$ cat src/rtl/muldiv_unit.sv
// muldiv_unit: iterative RV32M multiply/divide unit.
// Multiplies use a 32-step shift-add on operand magnitudes, divides a 32-step
// restoring shift-subtract. Results are sign-corrected at the last step and
// presented as a one-cycle register-file write-back (done / wb_addr / wb_data).
// Divide-by-zero and signed overflow skip the iterative phase entirely.
module muldiv_unit (
    input  logic        clk,
    input  logic        rst,
    input  logic        start,
    input  logic [2:0]  op,
    input  logic [31:0] rs1_data,
    input  logic [31:0] rs2_data,
    input  logic [4:0]  rd_addr,
    output logic        busy,
    output logic        done,
    output logic [4:0]  wb_addr,
    output logic [31:0] wb_data
);

    typedef enum logic [1:0] {
        ST_IDLE = 2'd0,
        ST_CALC = 2'd1,
        ST_DONE = 2'd2
    } state_t;

    localparam logic [2:0] OP_MUL    = 3'b000;
    localparam logic [2:0] OP_MULH   = 3'b001;
    localparam logic [2:0] OP_MULHSU = 3'b010;
    localparam logic [2:0] OP_MULHU  = 3'b011;
    localparam logic [2:0] OP_DIV    = 3'b100;
    localparam logic [2:0] OP_DIVU   = 3'b101;
    localparam logic [2:0] OP_REM    = 3'b110;
    localparam logic [2:0] OP_REMU   = 3'b111;

    // Two's-complement magnitude of a value whose sign bit is to be honoured.
    function automatic logic [31:0] magnitude(input logic [31:0] val, input logic neg);
        magnitude = neg ? (32'd0 - val) : val;
    endfunction

    state_t      state_r;
    state_t      next_state_s;

    logic [2:0]  op_r;
    logic [4:0]  rd_r;
    logic [4:0]  cnt_r;
    logic        neg_res_r;      // negate product / quotient
    logic        neg_rem_r;      // negate remainder
    logic [63:0] acc_r;          // multiply accumulator
    logic [63:0] mcand_r;        // shifted multiplicand
    logic [31:0] mplr_r;         // multiplier, consumed LSB first
    logic [31:0] rem_r;          // partial remainder
    logic [31:0] quo_r;          // dividend shifting out / quotient shifting in
    logic [31:0] dvsr_r;         // divisor magnitude

    // Operand decode on the request inputs
    logic        a_signed_s;
    logic        b_signed_s;
    logic        sign_a_s;
    logic        sign_b_s;
    logic [31:0] mag_a_s;
    logic [31:0] mag_b_s;
    logic        special_s;
    logic [31:0] special_res_s;
    logic        accept_s;

    // Iteration datapath
    logic        last_step_s;
    logic [63:0] mul_sum_s;
    logic [63:0] prod_s;
    logic [32:0] rem_shift_s;
    logic [32:0] diff_s;
    logic [31:0] rem_next_s;
    logic [31:0] quo_next_s;
    logic [31:0] quot_res_s;
    logic [31:0] rem_res_s;
    logic [31:0] calc_res_s;

    assign accept_s    = (state_r == ST_IDLE) && start;
    assign last_step_s = (cnt_r == 5'd31);

    // Decode signedness, magnitudes and the no-iteration divide cases.
    always_comb begin
        a_signed_s    = 1'b0;
        b_signed_s    = 1'b0;
        special_s     = 1'b0;
        special_res_s = 32'd0;
        case (op)
            OP_MULH:   begin a_signed_s = 1'b1; b_signed_s = 1'b1; end
            OP_MULHSU: begin a_signed_s = 1'b1; b_signed_s = 1'b0; end
            OP_DIV,
            OP_REM:    begin a_signed_s = 1'b1; b_signed_s = 1'b1; end
            OP_MUL,
            OP_MULHU,
            OP_DIVU,
            OP_REMU:   begin a_signed_s = 1'b0; b_signed_s = 1'b0; end
            default:   begin a_signed_s = 1'b0; b_signed_s = 1'b0; end
        endcase
        sign_a_s = a_signed_s & rs1_data[31];
        sign_b_s = b_signed_s & rs2_data[31];
        mag_a_s  = magnitude(rs1_data, sign_a_s);
        mag_b_s  = magnitude(rs2_data, sign_b_s);

        if (op[2] && (rs2_data == 32'd0)) begin
            special_s     = 1'b1;
            special_res_s = op[1] ? rs1_data : 32'hFFFF_FFFF;
        end else if (op[2] && !op[0] && (rs1_data == 32'h8000_0000) &&
                     (rs2_data == 32'hFFFF_FFFF)) begin
            special_s     = 1'b1;
            special_res_s = op[1] ? 32'd0 : 32'h8000_0000;
        end else begin
            special_s     = 1'b0;
            special_res_s = 32'd0;
        end
    end

    // One multiply or divide step, plus the sign-corrected final result.
    always_comb begin
        mul_sum_s   = mplr_r[0] ? (acc_r + mcand_r) : acc_r;
        prod_s      = neg_res_r ? (64'd0 - mul_sum_s) : mul_sum_s;
        rem_shift_s = {rem_r, quo_r[31]};
        diff_s      = rem_shift_s - {1'b0, dvsr_r};
        rem_next_s  = diff_s[32] ? rem_shift_s[31:0] : diff_s[31:0];
        quo_next_s  = {quo_r[30:0], ~diff_s[32]};
        quot_res_s  = neg_res_r ? (32'd0 - quo_next_s) : quo_next_s;
        rem_res_s   = neg_rem_r ? (32'd0 - rem_next_s) : rem_next_s;
        case (op_r)
            OP_MUL:    calc_res_s = prod_s[31:0];
            OP_MULH,
            OP_MULHSU,
            OP_MULHU:  calc_res_s = prod_s[63:32];
            OP_DIV,
            OP_DIVU:   calc_res_s = quot_res_s;
            OP_REM,
            OP_REMU:   calc_res_s = rem_res_s;
            default:   calc_res_s = 32'd0;
        endcase
    end

    // FSM state register.
    always_ff @(posedge clk) begin
        if (rst) begin
            state_r <= ST_IDLE;
        end else begin
            state_r <= next_state_s;
        end
    end

    // FSM next-state logic.
    always_comb begin
        next_state_s = state_r;
        case (state_r)
            ST_IDLE: begin
                if (start) begin
                    next_state_s = special_s ? ST_DONE : ST_CALC;
                end else begin
                    next_state_s = ST_IDLE;
                end
            end
            ST_CALC: begin
                if (last_step_s) begin
                    next_state_s = ST_DONE;
                end else begin
                    next_state_s = ST_CALC;
                end
            end
            ST_DONE: next_state_s = ST_IDLE;
            default: next_state_s = ST_IDLE;
        endcase
    end

    // Registered status and write-back outputs; result loads only on DONE entry.
    always_ff @(posedge clk) begin
        if (rst) begin
            busy    <= 1'b0;
            done    <= 1'b0;
            wb_addr <= 5'd0;
            wb_data <= 32'd0;
        end else begin
            busy <= (next_state_s != ST_IDLE);
            done <= (next_state_s == ST_DONE);
            if (accept_s && special_s) begin
                wb_addr <= rd_addr;
                wb_data <= special_res_s;
            end else if ((state_r == ST_CALC) && last_step_s) begin
                wb_addr <= rd_r;
                wb_data <= calc_res_s;
            end else begin
                wb_addr <= wb_addr;
                wb_data <= wb_data;
            end
        end
    end

    // Operand capture and per-cycle iteration of the shift-add / shift-subtract.
    always_ff @(posedge clk) begin
        if (rst) begin
            op_r      <= 3'd0;
            rd_r      <= 5'd0;
            cnt_r     <= 5'd0;
            neg_res_r <= 1'b0;
            neg_rem_r <= 1'b0;
            acc_r     <= 64'd0;
            mcand_r   <= 64'd0;
            mplr_r    <= 32'd0;
            rem_r     <= 32'd0;
            quo_r     <= 32'd0;
            dvsr_r    <= 32'd0;
        end else if (accept_s) begin
            op_r      <= op;
            rd_r      <= rd_addr;
            cnt_r     <= 5'd0;
            neg_res_r <= sign_a_s ^ sign_b_s;
            neg_rem_r <= sign_a_s;
            acc_r     <= 64'd0;
            mcand_r   <= {32'd0, mag_a_s};
            mplr_r    <= mag_b_s;
            rem_r     <= 32'd0;
            quo_r     <= mag_a_s;
            dvsr_r    <= mag_b_s;
        end else if (state_r == ST_CALC) begin
            cnt_r <= cnt_r + 5'd1;
            if (op_r[2]) begin
                rem_r <= rem_next_s;
                quo_r <= quo_next_s;
            end else begin
                acc_r   <= mul_sum_s;
                mcand_r <= {mcand_r[62:0], 1'b0};
                mplr_r  <= {1'b0, mplr_r[31:1]};
            end
        end else begin
            cnt_r <= cnt_r;
        end
    end

endmodule

$ cat config.mk
export PLATFORM = sky130hd
export DESIGN_NAME = muldiv_unit
export DESIGN_NICKNAME = d
export VERILOG_FILES = /design/src/rtl/muldiv_unit.sv
export SDC_FILE = /design/constraint.sdc
export NUM_CORES = 1
export LEC_CHECK = 0
export CORE_AREA = 2 2 249 251
export CTS_CLUSTER_DIAMETER = 40
export CTS_CLUSTER_SIZE = 25
export DETAILED_ROUTE_END_ITERATION = 7
export DIE_AREA = 0 0 251 253
export DONT_BUFFER_PORTS = 1
export PLACE_DENSITY_LB_ADDON = 0.25
export SETUP_SLACK_MARGIN = 0.5
export SLEW_MARGIN = 20
export SYNTH_ARGS = -nofsm -noshare
export SYNTH_HDL_FRONTEND = slang
export SYNTH_SLANG_ARGS = --single-unit
export TNS_END_PERCENT = 30
$ cat constraint.sdc
create_clock -name clk -period 5.4 [get_ports clk]
set_clock_uncertainty 0.05 [all_clocks]
set_input_delay 1.08 -clock clk [delete_from_list [all_inputs] [get_ports clk]]
set_output_delay 1.08 -clock clk [all_outputs]
set_load 0.02 [all_outputs]
==> summary.md, run 1 <==
| Metric | Value |
|---|---|
| Status | `complete, no violations` |
| Syn Nets | `3,381` |
| Yosys warnings | `0` |
| Slew headroom | `23.8%` |
| Die Height | `253 um` |
| CP Max Fanout | `8` |
| Top_reg_cell synth | `dfxtp_1` |
| Crit Path Class | `register to register` |
| Multi-input logic area | `17,200 um2` |
| Post-synth EDFFs | `0` |
| Setup TNS | `0 ns` |
| CTS buffer count | `between 60 and 70` |
| TritonCTS clock tree | `yes` |
| Ports | `114` |
| Vias/cell | `6.08` |
| P&R area growth vs syn | `15.8%` |
| CP peak stage delay | `about 0.50 ns` |
| Pwr Density | `300 nW/um2` |
| Unrepaired setup endpoints after global routing | `true` |
| Final setup fails | `0` |
| Register area share after synthesis | `25.9%` |
| Post-Place Worst Slack | `~0.0025 ns` |
| F_max | `approximately 190 MHz` |
| Final Util | `45.8%` |
| FF+latch count, synth | `312` |
| Total track usage | `28.4%` |
| Yosys cell types | `90` |
| Die Width | `~250 um` |
| Max-cap violations | `0` |
| Routed Antenna Nets | `0` |
| Int Power | `5580 uW` |
| Root Buffer | `clkbuf_16` |
| Final period utilization | `95.9%` |
| Slew Viols, Final | `0` |
| Final wirelength | `92,900 um` |
| Clk pwr share | `47.1%` |
| Clock latency on the worst-skew pair | `0.64 ns` |
| Sw Share | `33.6%` |
| Sequential Area | `6260 um2` |
| Final nets | `3,371` |
| DRT Pass-1 Iters | `6` |
| Setup ws final | `0.219 ns` |
| Leakage | `~0.010 uW` |
| Largest net degree at the start of global routing | `roughly 110` |
| Core area | `61,000 um2` |
| Maximum VDD drop | `~280 uV` |
| Seq pwr share | `between 30 and 40%` |
| Row count | `91` |
| DR WL/cell | `23.0 um` |
| Vias in the first global route | `between 20,000 and 25,000` |
| Htree depth | `2` |
| Critical Path AT | `5.62 ns` |
| Async SR Flop Fraction | `0%` |
| Post-layout min period | `5.18 ns` |
| Worst path cell trace | `ha_4 > inv_2 > fa_2 > and2b_2 > o31ai_4 > a211oi_2 > o31ai_2 > a21oi_1 > or3_1 > a31oi_1 > and3_1 > nand3_1 > or3_4 > or2_4 > o311ai_4 > o41ai_2 > a221oi_1 > a311oi_1` |
| Clk pin slew, worst setup/hold paths | `0.06 ns` |
| First-pass GRT wire length | `140,000 um` |
| Initial DRC Count | `2,190` |
| Mapped Area | `24,200 um2` |
| Via Count | `between 20,000 and 25,000` |
| Remaining DRCs | `0` |
| Die ar. | `63,500 um2` |
| Type of destination of the critical path | `register` |
| Hold Vio Cnt, Final | `0` |
| Worst Max-Slew Pin Slew | `1.13 ns` |
| Gp weighted congestion | `~1.0` |
| Sw power | `2820 uW` |
| IO buf count | `0` |
| Share of layout cells above drive strength 1 | `11.8%` |
| Req. time, crit path | `5.84 ns` |
| Initial antenna violation count | `3` |
| Avg Synthesized Cell Area | `between 7 and 8 um2` |
| Slowest CP cell | `or3_4` |
| Detail Placement HPWL | `70,500 um` |
| Combinational power share | `between 20% and 30%` |
| Clock buffer depth | `3` |
| Fillers | `6,226` |
| Hold Crit Class | `register to register` |
| Initial Util | `39.6%` |
| CP Launch Type | `register` |
| Post-Syn Instances | `3,200` |
| Gr ovfl total | `0` |
| CTS sink count | `around 310` |
## cell type report
class	instances	area share [%]
Antenna cell	2	0.0179
Clock buffer	72	5.93
Clock inverter	44	1.70
Inverter	75	1.01
Multi-Input combinational cell	2603	61.6
Sequential cell	312	22.4
Tap cell	790	3.53
Timing Repair Buffer	137	3.82
## power groups by stage
| stage | clock network [uW] | logic [uW] | registers, uW |
|---|---|---|---|
| floorplan | 0 | 1270 | 2550 |
| global placement | 0 | 1790 | 2600 |
| detailed placement | 0 | 1790 | 2600 |
| CTS | 4000 | 1830 | 2550 |
| global route | 4100 | 2040 | 2570 |
| finish | 3960 | 1880 | 2560 |
## per-layer routing
metal	GRT usage [%]	routed length, um	share of wire (%)	vias up
met5	0	28	0.030	-
met4	15.1	5520	5.9	4
met3	4.91	6330	6.8	245
met2	47.1	42500	46	930
met1	35.2	38500	41	11500
li1	-	-	-	11800
## synthesized netlist by cell type (31+ instances only)
library cell | instances | area, um2
nor2_1 | 284 | 1070
o31ai_1 | 37 | 278
nand4_1 | 54 | 338
inv_1 | 75 | 282
ha_1 | 104 | 1300
mux2i_1 | 126 | 1260
o21ai_0 | 229 | 1150
nand3_1 | 44 | 220
dfxtp_1 | 312 | 6250
a21o_1 | 48 | 360
a21boi_0 | 111 | 833
nand2_1 | 348 | 1310
xor2_1 | 110 | 963
a211oi_1 | 97 | 728
nor3_1 | 84 | 420
a221oi_1 | 31 | 272
a21oi_1 | 291 | 1460
xnor2_1 | 119 | 1040
or3_1 | 34 | 213
a31oi_1 | 49 | 307
clkbuf_1 | 170 | 638
## cells in the final DEF (no fill, tap or decap), drive strengths merged, types with 17 or more instances in the layout
cell type,instances
o21ai,234
o31ai,39
nor2,284
a31oi,49
o21a,20
o221ai,22
nand2b,26
a211oi,102
a21oi,292
o211ai,24
inv,99
nand3,44
nor2b,27
ha,104
a221oi,31
buf,137
mux2i,126
clkbuf,72
nand4,54
nor3,84
and2,17
a21o,48
a21boi,111
nor4,29
dfxtp,312
xor2,110
xnor2,119
or3,39
nand2,348
## critical path: cells and delay by family (launching register included)
family	cells	cell delay, ns
AND/OR/NAND/NOR	6	1.97
buffers and inverters	1	0.05
adder cells (fa/ha/maj)	2	0.36
flip-flops	1	0.34
AO/OA/AOI/OAI	9	2.28
## cell families (layout without fill, tap and decap cells)
kind of cell | Yosys count | count (layout) | share of synthesized area, %
compound gates | 1112 | 1112 | 30.2
xor+xnor | 229 | 229 | 8.30
fa+ha+maj | 106 | 106 | 5.55
buf+inv | 285 | 328 | 4.49
flops | 312 | 312 | 25.9
mux | 137 | 137 | 5.75
other cells | 0 | 2 | 0
simple gates | 1019 | 1019 | 19.9
## path summary, 6_finish.rpt
path	end	slack, ns	cells past startpoint	from
hold reg to reg	dvsr_r[0]$_SDFFE_PP0P_	0.40	2	dvsr_r[0]$_SDFFE_PP0P_
setup reg to reg	wb_data[20]$_SDFFE_PP0P_	0.22	18	mcand_r[0]$_SDFFE_PP0P_
setup / recovery	wb_data[20]$_SDFFE_PP0P_	0.22	18	mcand_r[0]$_SDFFE_PP0P_
hold / removal	dvsr_r[0]$_SDFFE_PP0P_	0.40	2	dvsr_r[0]$_SDFFE_PP0P_
## repair_timing
| action | in CTS | in global routing |
|---|---|---|
| pin swaps | 38 | 16 |
| hold endpoints to repair | 0 | 0 |
| endpoints found under the setup margin | 29 | 31 |
| gates cloned | 0 | 0 |
| hold buffers | 0 | 0 |
| gates resized for setup | 45 | 26 |
| setup buffers | 13 | 2 |
## flip-flops by register name (all words and copies together) (netlist names), 2 cells and up
register	cells
dvsr_r	32
op_r	3
rem_r	32
wb_data	32
cnt_r	5
wb_addr	5
rd_r	5
mcand_r	64
state_r	2
mplr_r	32
quo_r	32
acc_r	64
## stage by stage
step	hold slack [ns]	instances	power (uW)	instance area [um2]
final	0.404	4035	8400	28000
after floorplan	0.379	3200	3820	24300
after CTS	0.407	4031	8380	27800
after detailed placement	0.395	3902	4390	25400
after global placement	0.398	3902	4390	25400
after global routing	0.440	4033	8710	28000
No activity file was read; power rests on OpenSTA's default activity.
==> run 2, diff against run 1 <==
ABC_AREA = 1   (was not set)
CORE_AREA = 8 8 277 279   (was 2 2 249 251)
DIE_AREA = 0 0 285 287   (was 0 0 251 253)
==> run 2 against run 1 <==
Effect of this change:
- die area up 29%
- global-route usage down 0.79 points
- non-clock buffer count down 96
- routed wire length up 28%
- clock power up 14%
- synthesized area up 19%
- setup slack better by 0.58 ns
- synthesized cell count up 62%
- first-iteration DRC count up 59%
- critical path depth up 8
- flip-flop and latch count unchanged
==> summary.md, run 2 <==
| Metric | Value |
|---|---|
| Hold Vio Cnt, Final | `0` |
| CTS buffer count | `70` |
| Slew headroom | `roughly 30%` |
| Share of layout cells above drive strength 1 | `6.22%` |
| Most frequent cells in the layout | `nand2_1 (1,529), inv_1 (837), nor2_1 (516), a21oi_1 (446), o21ai_0 (410)` |
| Cell taking the most area after synthesis | `dfxtp_1` |
| Final instance area | `approximately 32,000 um2` |
| Die ar. | `81,800 um2` |
| Combinational power share | `28.9%` |
| Syn Nets | `~5,400` |
| Final nets | `roughly 5,300` |
| Root Buffer | `clkbuf_16` |
| DRT Pass-1 Iters | `6` |
| Levels on crit path | `26` |
| Worst Max-Slew Pin Slew | `1.04 ns` |
| RR Endpoint | `wb_data[14]$_SDFFE_PP0P_` |
| Core area | `72,300 um2` |
| Req. time, crit path | `5.89 ns` |
| Crit path top cell by count | `nand2_1` |
| Synth top area share | `between 20% and 30%` |
| Int Power | `6130 uW` |
| Clk pwr share | `roughly 45%` |
| Most common cell after layout, fill and taps aside | `nand2_1` |
| P&R area growth vs syn | `11.6%` |
| Row count | `99` |
| Maximum VDD drop | `357 uV` |
| Vias/cell | `roughly 5.4` |
| Sequential Area | `6250 um2` |
| Leakage | `between 0.015 and 0.02 uW` |
| Post-Syn Instances | `5,187` |
| Gr ovfl total | `0` |
| First-pass GRT wire length | `177,000 um` |
| Type of destination of the critical path | `register` |
| Gp weighted congestion | `just over 1` |
| CP peak stage delay | `0.47 ns` |
| CP Launch Point | `quo_r[31]$_SDFFE_PP0P_` |
| Worst path bufs/invs | `2` |
| Initial DRC Count | `3,476` |
| Initial Util | `between 30% and 40%` |
| Origin of the critical flop-to-flop path | `quo_r[31]$_SDFFE_PP0P_` |
| Dpl cell area | `29,500 um2` |
| Final wirelength | `119,000 um` |
| Setup TNS | `0 ns` |
| Detail Placement HPWL | `94,100 um` |
| Largest net degree at the start of global routing | `81` |
| Die Height | `approximately 290 um` |
| Pwr Density | `313 nW/um2` |
| TritonCTS clock tree | `yes` |
| FF+latch count, synth | `between 300 and 400` |
| Yosys cell types | `just over 60` |
| Final period utilization | `85.2%` |
| Multi-input logic area | `about 19,000 um2` |
| Sw Share | `38.9%` |
| Unrepaired setup endpoints after global routing | `true` |
| Kind of cell adding the most delay to the critical path | `simple AND/OR/NAND/NOR gates` |
| Die Width | `about 290 um` |
| DR WL/cell | `19.4 um` |
| Clock buffer depth | `3` |
| Remaining DRCs | `0` |
| Status | `complete, no violations` |
| Yosys warnings | `0` |
| Critical Path AT | `5.09 ns` |
| Post-synth top cells | `nand2_1 (1,532), inv_1 (837), nor2_1 (520)` |
| CP Launch Type | `register` |
| Initial antenna violation count | `3` |
| R2R depth | `26` |
| Mapped Area | `28,700 um2` |
| Worst R2R Setup Slack | `0.80 ns` |
| Final setup fails | `0` |
| Ports | `114` |
| Hold Crit Class | `register to register` |
| Top Registers | `acc_r: 64 flops, mcand_r: 64 flops` |
| Setup crit end | `wb_data[14]$_SDFFE_PP0P_` |
| Crit Path Class | `register to register` |
| IO buf count | `0` |
| Slowest CP cell | `nand2_4` |
| Seq pwr share | `26.2%` |
| Total track usage | `27.6%` |
| Top_reg_cell synth | `dfxtp_1` |
| Avg Synthesized Cell Area | `between 5 and 6 um2` |
| Htree depth | `3` |
| Via Count | `32,900` |
| Clock latency on the worst-skew pair | `0.66 ns` |
| Top cells by area, synth | `dfxtp_1 (22%), nand2_1 (20%), inv_1 (11%), a21oi_1 (7.8%), o21ai_0 (7.2%)` |
| F_max | `217 MHz` |
| Slew Viols, Final | `0` |
| Async SR Flop Fraction | `0%` |
| Post-layout min period | `approximately 4.6 ns` |
| Sw power | `3900 uW` |
| Most frequent cell after synthesis | `nand2_1` |
| Register area share after synthesis | `21.8%` |
| Post-synth EDFFs | `0` |
| Fillers | `around 8,000` |
| Vias in the first global route | `29,100` |
| Max-cap violations | `0` |
| Routed Antenna Nets | `0` |
| CP Max Fanout | `51` |
| Clk pin slew, worst setup/hold paths | `0.05 ns` |
| CTS sink count | `312` |
| Worst hold slack | `0.415 ns` |
==> run 2: cell types whose count changed after synthesis, sizes merged, moves of 108 or more <==
cell	before	now
inv	75	849
o21ai	234	437
nand3	44	351
a21oi	292	458
xnor2	119	11
nand2	348	1579
nor2	284	550
mux2i	126	0
==> run 2: layout make-up <==
cell class | instances | area share [%]
flip-flops and latches | 312 | 19.5
clock inverters | 45 | 1.87
inverters | 856 | 10.0
multi-input cells | 3844 | 57.8
repair buffers | 41 | 1.00
clock buffers | 83 | 5.97
diodes | 2 | 0.0156
well taps | 959 | 3.75
==> run 2: worst register-to-register path, delay by kind of cell (launching register included) <==
kind	cells	cell delay, ns
AOI/OAI and AO/OA	4	0.71
DFF	1	0.36
and+or+nand+nor	17	2.32
adders and majority gates	3	0.88
buffers and inverters	2	0.18
==> run 2: worst min path at each step <==
stage,cells after the start,end,start,slack (ns)
2_1_floorplan,2,rd_r[4]$_SDFFE_PP0P_,rd_r[4]$_SDFFE_PP0P_,0.37
3_3_place_gp,2,rd_r[4]$_SDFFE_PP0P_,rd_r[4]$_SDFFE_PP0P_,0.39
3_5_place_dp,2,rd_r[4]$_SDFFE_PP0P_,rd_r[4]$_SDFFE_PP0P_,0.39
4_1_cts,2,rd_r[4]$_SDFFE_PP0P_,rd_r[4]$_SDFFE_PP0P_,0.40
5_1_grt,2,rd_r[4]$_SDFFE_PP0P_,rd_r[4]$_SDFFE_PP0P_,0.43
6_report,2,rd_r[4]$_SDFFE_PP0P_,rd_r[4]$_SDFFE_PP0P_,0.41
==> run 2: kinds of logic after synthesis <==
logic type      Yosys count  share of synthesized area [%]
simple gates           2669                           39.0
fa+ha+maj               106                           4.68
flops                   312                           21.8
xor+xnor                 32                          0.977
buf+inv                1031                           13.9
compound gates         1037                           19.7
==> run 2: what timing repair did <==
action,4_1_cts,5_1_grt
buffers inserted,0,1
hold endpoints to repair,0,0
hold buffers,0,0
gates resized for setup,0,12
setup endpoints to repair,0,15
==> run 2: metal layers <==
metal  vias up  global-route usage (%)  wire length (um)
li1      16500                       -                 -
met1     14900                    37.2             52100
met2      1303                    43.5             51900
met3       236                    4.14              9210
met4         0                    12.1              5690
met5         -                       0                 0
==> run 2: power by group through the flow <==
| stage | Combinational [uW] | Clock [uW] | Sequential [uW] |
|---|---|---|---|
| 2_1_floorplan | 2090 | 0 | 2580 |
| 3_3_place_gp | 2800 | 0 | 2670 |
| 3_5_place_dp | 2810 | 0 | 2670 |
| 5_1_grt | 3200 | 4670 | 2640 |
| 6_report | 2890 | 4500 | 2630 |
| 4_1_cts | 2830 | 4550 | 2620 |
==> run 2: through the flow <==
step,cells,setup WS (ns),util [%],power (uW)
floorplan,5187,1.09,-,4670
CTS,6139,0.565,44.2,10000
detailed placement,6011,0.584,40.7,5480
global route,6140,0.479,44.3,10500
global placement,6011,0.669,40.7,5470
finish,6142,0.801,44.3,10000
